`src/rtl/uart_tx_pacer_fifo_pkg.sv`:
```
// Shared UART frame constants and pacer types, used by uart_tx_pacer_fifo and uart_tx.
package uart_tx_pacer_fifo_pkg;

    localparam int   FRAME_BITS_DEF = 11;
    localparam logic START_BIT      = 1'b0;
    localparam logic STOP_BIT       = 1'b1;

    typedef enum logic [0:0] {
        ST_IDLE = 1'b0,
        ST_WAIT = 1'b1
    } pacer_state_e;

    // Last count value of a pacing window of frame_bits bit periods; division truncates.
    function automatic int frame_cnt_max(input int clk_freq, input int uart_bps, input int frame_bits);
        return (clk_freq / uart_bps) * frame_bits - 1;
    endfunction

endpackage

```
`src/rtl/uart_tx_pacer_fifo_sync_fifo_byte.sv`:
```
// Byte-wide synchronous FIFO with registered full/empty/level; writes at full and reads at empty are ignored.
module sync_fifo_byte #(
    parameter int ADDR_W = 4
) (
    input  logic              clk,
    input  logic              rst,
    input  logic              wr_en,
    input  logic [7:0]        wr_data,
    input  logic              rd_en,
    output logic [7:0]        rd_data,
    output logic              full,
    output logic              empty,
    output logic [ADDR_W:0]   level
);

    localparam int              DEPTH   = 2 ** ADDR_W;
    localparam logic [ADDR_W:0] DEPTH_L = {1'b1, {ADDR_W{1'b0}}};
    localparam logic [ADDR_W:0] ZERO_L  = {(ADDR_W+1){1'b0}};

    logic [7:0]      r_mem [0:DEPTH-1];
    logic [ADDR_W:0] r_wr_ptr;
    logic [ADDR_W:0] r_rd_ptr;
    logic            r_full;
    logic            r_empty;
    logic [ADDR_W:0] r_level;

    logic            w_push;
    logic            w_pop;
    logic [ADDR_W:0] w_wr_ptr_nxt;
    logic [ADDR_W:0] w_rd_ptr_nxt;
    logic [ADDR_W:0] w_level_nxt;

    // Flags are computed from the post-edge pointers so they are valid the cycle after the edge.
    always_comb begin
        w_push       = wr_en & ~r_full;
        w_pop        = rd_en & ~r_empty;
        w_wr_ptr_nxt = r_wr_ptr + {{ADDR_W{1'b0}}, w_push};
        w_rd_ptr_nxt = r_rd_ptr + {{ADDR_W{1'b0}}, w_pop};
        w_level_nxt  = w_wr_ptr_nxt - w_rd_ptr_nxt;
    end

    // Pointer and status registers.
    always_ff @(posedge clk or posedge rst) begin
        if (rst) begin
            r_wr_ptr <= ZERO_L;
            r_rd_ptr <= ZERO_L;
            r_full   <= 1'b0;
            r_empty  <= 1'b1;
            r_level  <= ZERO_L;
        end else begin
            r_wr_ptr <= w_wr_ptr_nxt;
            r_rd_ptr <= w_rd_ptr_nxt;
            r_full   <= (w_level_nxt == DEPTH_L);
            r_empty  <= (w_level_nxt == ZERO_L);
            r_level  <= w_level_nxt;
        end
    end

    // Storage array; contents need no reset since empty gates every read.
    always_ff @(posedge clk) begin
        if (w_push) begin
            r_mem[r_wr_ptr[ADDR_W-1:0]] <= wr_data;
        end
    end

    assign rd_data = r_mem[r_rd_ptr[ADDR_W-1:0]];
    assign full    = r_full;
    assign empty   = r_empty;
    assign level   = r_level;

endmodule

```
`src/rtl/uart_tx_pacer_fifo.sv`:
```
// Buffers flash-read bytes and releases them to uart_tx no faster than one frame plus a guard bit apart.
module uart_tx_pacer_fifo
    import uart_tx_pacer_fifo_pkg::*;
#(
    parameter int UART_BPS   = 9600,
    parameter int CLK_FREQ   = 50_000_000,
    parameter int ADDR_W     = 4,
    parameter int FRAME_BITS = FRAME_BITS_DEF
) (
    input  logic              sys_clk,
    input  logic              sys_rst,
    input  logic [7:0]        pi_data,
    input  logic              pi_flag,
    output logic [7:0]        po_data,
    output logic              po_flag,
    output logic              full,
    output logic              empty,
    output logic [ADDR_W:0]   level,
    output logic              overflow
);

    localparam int             CNT_FRAME_MAX = frame_cnt_max(CLK_FREQ, UART_BPS, FRAME_BITS);
    localparam int             CNT_W         = $clog2(CNT_FRAME_MAX + 1);
    localparam logic [CNT_W-1:0] CNT_MAX_L   = CNT_W'(CNT_FRAME_MAX);
    localparam logic [CNT_W-1:0] CNT_ZERO_L  = {CNT_W{1'b0}};
    localparam logic [CNT_W-1:0] CNT_ONE_L   = {{(CNT_W-1){1'b0}}, 1'b1};

    pacer_state_e     r_state;
    pacer_state_e     w_state_nxt;
    logic [CNT_W-1:0] r_cnt_frame;
    logic [7:0]       r_po_data;
    logic             r_po_flag;
    logic             r_overflow;

    logic             w_pop;
    logic [7:0]       w_rd_data;
    logic             w_full;
    logic             w_empty;
    logic [ADDR_W:0]  w_level;

    sync_fifo_byte #(
        .ADDR_W (ADDR_W)
    ) u_fifo (
        .clk     (sys_clk),
        .rst     (sys_rst),
        .wr_en   (pi_flag),
        .wr_data (pi_data),
        .rd_en   (w_pop),
        .rd_data (w_rd_data),
        .full    (w_full),
        .empty   (w_empty),
        .level   (w_level)
    );

    // Pacer state register.
    always_ff @(posedge sys_clk or posedge sys_rst) begin
        if (sys_rst) begin
            r_state <= ST_IDLE;
        end else begin
            r_state <= w_state_nxt;
        end
    end

    // Pacer next-state logic.
    always_comb begin
        w_state_nxt = r_state;
        case (r_state)
            ST_IDLE: begin
                if (!w_empty) begin
                    w_state_nxt = ST_WAIT;
                end else begin
                    w_state_nxt = ST_IDLE;
                end
            end
            ST_WAIT: begin
                if (r_cnt_frame == CNT_MAX_L) begin
                    w_state_nxt = ST_IDLE;
                end else begin
                    w_state_nxt = ST_WAIT;
                end
            end
            default: w_state_nxt = ST_IDLE;
        endcase
    end

    // Pacer decode: pop only from IDLE, using the registered empty flag.
    always_comb begin
        w_pop = 1'b0;
        case (r_state)
            ST_IDLE: w_pop = ~w_empty;
            ST_WAIT: w_pop = 1'b0;
            default: w_pop = 1'b0;
        endcase
    end

    // Frame counter, release strobe/data and sticky overflow.
    always_ff @(posedge sys_clk or posedge sys_rst) begin
        if (sys_rst) begin
            r_cnt_frame <= CNT_ZERO_L;
            r_po_data   <= 8'h00;
            r_po_flag   <= 1'b0;
            r_overflow  <= 1'b0;
        end else begin
            r_po_flag <= w_pop;
            if (w_pop) begin
                r_po_data <= w_rd_data;
            end
            if (pi_flag && w_full) begin
                r_overflow <= 1'b1;
            end
            if (r_state == ST_WAIT && r_cnt_frame != CNT_MAX_L) begin
                r_cnt_frame <= r_cnt_frame + CNT_ONE_L;
            end else begin
                r_cnt_frame <= CNT_ZERO_L;
            end
        end
    end

    assign po_data  = r_po_data;
    assign po_flag  = r_po_flag;
    assign full     = w_full;
    assign empty    = w_empty;
    assign level    = w_level;
    assign overflow = r_overflow;

endmodule

```
`config.mk`:
```
export PLATFORM = sky130hd
export DESIGN_NAME = uart_tx_pacer_fifo
export DESIGN_NICKNAME = d
export VERILOG_FILES = /design/src/rtl/uart_tx_pacer_fifo_pkg.sv /design/src/rtl/uart_tx_pacer_fifo_sync_fifo_byte.sv /design/src/rtl/uart_tx_pacer_fifo.sv
export SDC_FILE = /design/constraint.sdc
export NUM_CORES = 1
export LEC_CHECK = 0
export CAP_MARGIN = 30
export CORE_MARGIN = 8
export CORE_UTILIZATION = 50
export DETAILED_ROUTE_END_ITERATION = 12
export PLACE_DENSITY_LB_ADDON = 0.1
export SETUP_SLACK_MARGIN = 0.5
export SYNTH_ARGS = -nofsm -noshare
export SYNTH_HDL_FRONTEND = slang
export SYNTH_SLANG_ARGS = --single-unit
export TNS_END_PERCENT = 10
```
`constraint.sdc`:
```
create_clock -name sys_clk -period 2.7 [get_ports sys_clk]
set_input_delay 0.54 -clock sys_clk [delete_from_list [all_inputs] [get_ports sys_clk]]
set_output_delay 0.54 -clock sys_clk [all_outputs]
set_load 0.01 [all_outputs]
```
==> impl_metrics.tcl <==
set metrics [dict create \
    die_area_mm2 0.0178 \
    wl_per_cell_um 20.8 \
    maxClockFrequency_ghz 0.430 \
    holdBufCountCts 0 \
    core_area_mm2 0.0137 \
    numCtsBuffers 17 \
    ys_seq_area_share_pct 71.8 \
    synth_edf_count 128 \
    cp.arrival_ns 2.62 \
    drv_cap 0 \
    clock_latency_ns 0.43 \
    layout.cells.non_filler 660 \
    power.density_mw_per_mm2 856 \
    final_hold_viol_count 0 \
    max_slew_margin_pct 47.1 \
    dp.cells 626 \
    critPathKind "flop to flop" \
    crit_slowest_cell "dfstp_2" \
    synth-seq-cells 172 \
    clock_path_buffers 2 \
    setup_ws_ns 0.376 \
    cp_common_cell "ha_4" \
    slew_viol_final 0 \
    synth_top_area_cell "edfxtp_1" \
    die_y_um 133 \
    critPathMaxFanout 3 \
    synth_top_area_share_pct 55.8 \
    tns_ns 0 \
    num_vias 3701 \
    path_cells "nor2_4, ha_4, ha_4, inv_2, fa_2, a21o_1, a21oi_2, xor3_2, nor4b_4" \
    nNetsFinal 488 \
    pre_cts_slack_ns -0.244 \
    grt_pass1_wl_mm 21.7 \
    syn_inst 406 \
    worst_pin_slew_ns 0.793 \
    die_w_um 133 \
    start_kind "flop" \
    setup_viol 0 \
    rr_worst_depth 9 \
    synth_cell_types 46 \
    hp-class "input port to asynchronous set/reset pin" \
    rsz0062_at_grt "yes" \
    drt_iter0_drc 313 \
    reg2reg_slack_ns 0.38 \
    num_rows 43 \
    path_clk_slew_ns 0.07 \
    drt_wl_total_mm 13.7 \
    syn_avg_cell_area_um2 17.0 \
    endpoint_kind "flop" \
    ys.warnings.count 0 \
    period_share_pct 86.1 \
    detail-route-antenna-nets 0 \
    final_layout_size_suffix_gt1_share_pct 24.4 \
    p_leak_nw 3.03 \
    r2r_start "u_fifo.empty$_DFF_PP1_" \
    r2r-end "u_fifo.full$_DFF_PP0_" \
    grt_max_degree 42 \
    gp_congestion 0.768 \
    synth_area_mm2 0.00689 \
    worstPathRequired_ns 3.00 \
    status "complete, no violations" \
    start_util_pct 50.4 \
    antenna_found_initial 0 \
    synthArstFlopShare_pct 25.6 \
    yosysMostFrequentCell "edfxtp_1" \
    synth_commonest_cells "128 x edfxtp_1, 43 x dfrtp_1, 37 x nor2_1" \
    synth_area_leaders "edfxtp_1 56%, dfrtp_1 16%, mux4_2 7.5%" \
    synth_nets 427 \
    slowest_delay_ns 0.57 \
    htreeDepth 4 \
    drc_errors 0 \
    post-dp-hpwl_mm 8.67 \
    syn_to_final_growth_pct 19.5 \
    cts_tree "yes" \
    gr-total-overflow 0 \
    peakVddDrop_mv 0.636 \
    io_pins 28 \
    antenna_cells 0 \
    cts.sinks 172 \
    hold-worst-slack_ns 0.427 \
    synth-main-ff-cell "edfxtp_1" \
    grtUsageTotal_pct 16.3 \
    grt_pass1_vias 3785 \
    via_per_inst 5.61 \
    finalCoreUtilization_pct 60.2 \
    cts_root_buffer "clkbuf_16" \
    fin_crit_ns 2.32 \
    dr.pass1.iters 5 \
    skew_ns 0.00705 \
    io_buffers 27 \
]
[cells in the final DEF, fill, tap and decap left out, drive strengths merged, types with 2 or more instances in the layout]
cell             n
a22oi            8
nor2            37
nand2            9
nor4             2
mux2i           18
a21o             3
nand3           14
clkinv           5
nand2b           6
clkbuf          17
nor2b            3
inv             17
clkinvlp         2
edfxtp         128
a21oi           19
o21ai            5
dfrtp           43
and3             3
nand4            4
clkdlybuf4s50   26
ha               9
nor3             5
and2             2
xor2             9
mux4            23
o31ai            2
xnor2            9
buf             30
or4              3
or3              3
o221ai           7
[through the flow]
stage | power (mW) | cell area, um^2
after floorplan | 4.04 | 6940
after global placement | 4.57 | 7560
after detailed placement | 4.62 | 7560
after CTS | 7.01 | 8180
after global routing | 7.35 | 8230
final | 7.04 | 8230
[repair_timing]
action                                  4_1_cts  5_1_grt
buffers inserted                              2        0
pin swaps                                     7        3
resized for setup                             9        8
endpoints found under the setup margin        4       14
[power by group]
part | switching [mW] | internal [mW]
sequential | 0.137 | 3.17
clock | 1.07 | 1.21
combinational | 0.727 | 0.730
[per-layer routing]
layer	track usage (%)	wire length [um]
met5	0	0
met4	5.05	112
met3	4.78	661
met2	23.6	6340
met1	23.2	6610
[worst max-delay path by stage]
stage,start,to,slack (ns),cells past startpoint
after floorplan,pi_flag,u_fifo.full$_DFF_PP0_,0.30,10
after global placement,pi_flag,u_fifo.full$_DFF_PP0_,-0.22,12
after detailed placement,pi_flag,u_fifo.full$_DFF_PP0_,-0.24,11
after CTS,u_fifo.empty$_DFF_PP1_,u_fifo.full$_DFF_PP0_,0.37,9
after global routing,u_fifo.empty$_DFF_PP1_,u_fifo.full$_DFF_PP0_,0.31,9
final,u_fifo.empty$_DFF_PP1_,u_fifo.full$_DFF_PP0_,0.38,9
[state kept, by name, summed over array words and instances, names as in the netlist]
name             count
u_fifo.level         5
overflow             1
u_fifo.r_rd_ptr      5
u_fifo.r_wr_ptr      5
u_fifo.full          1
r_cnt_frame         16
u_fifo.r_mem       128
po_data              8
u_fifo.empty         1
r_state              1
po_flag              1
[kinds of logic (layout without fill, tap and decap cells)]
family                   after synthesis  in the layout  synth area share [%]
adder cells (fa/ha/maj)               10             10                  1.93
flip-flops                           172            172                  71.8
multiplexers                          41             41                  10.1
AND/OR/NAND/NOR                       94             94                  7.25
XOR/XNOR                              19             19                  2.65
buffers and inverters                 24             98                  1.76
AO/OA/AOI/OAI                         46             46                  4.43
[worst max-delay path: cells and delay by family, from the launching register on]
family	cells	cell delay, ns
compound gates	2	0.31
buf+inv	1	0.04
flops	1	0.57
fa+ha+maj	3	0.77
simple gates	2	0.20
xor+xnor	1	0.30
[final cells by class]
class	count	area (um^2)
Tap cell	180	225
Timing Repair Buffer	57	494
Sequential cell	172	4950
Fill cell	1030	5440
Inverter	9	33.8
Clock buffer	17	425
Clock inverter	15	130
Multi-Input combinational cell	210	1970
Power figures use the tool's default switching activity.
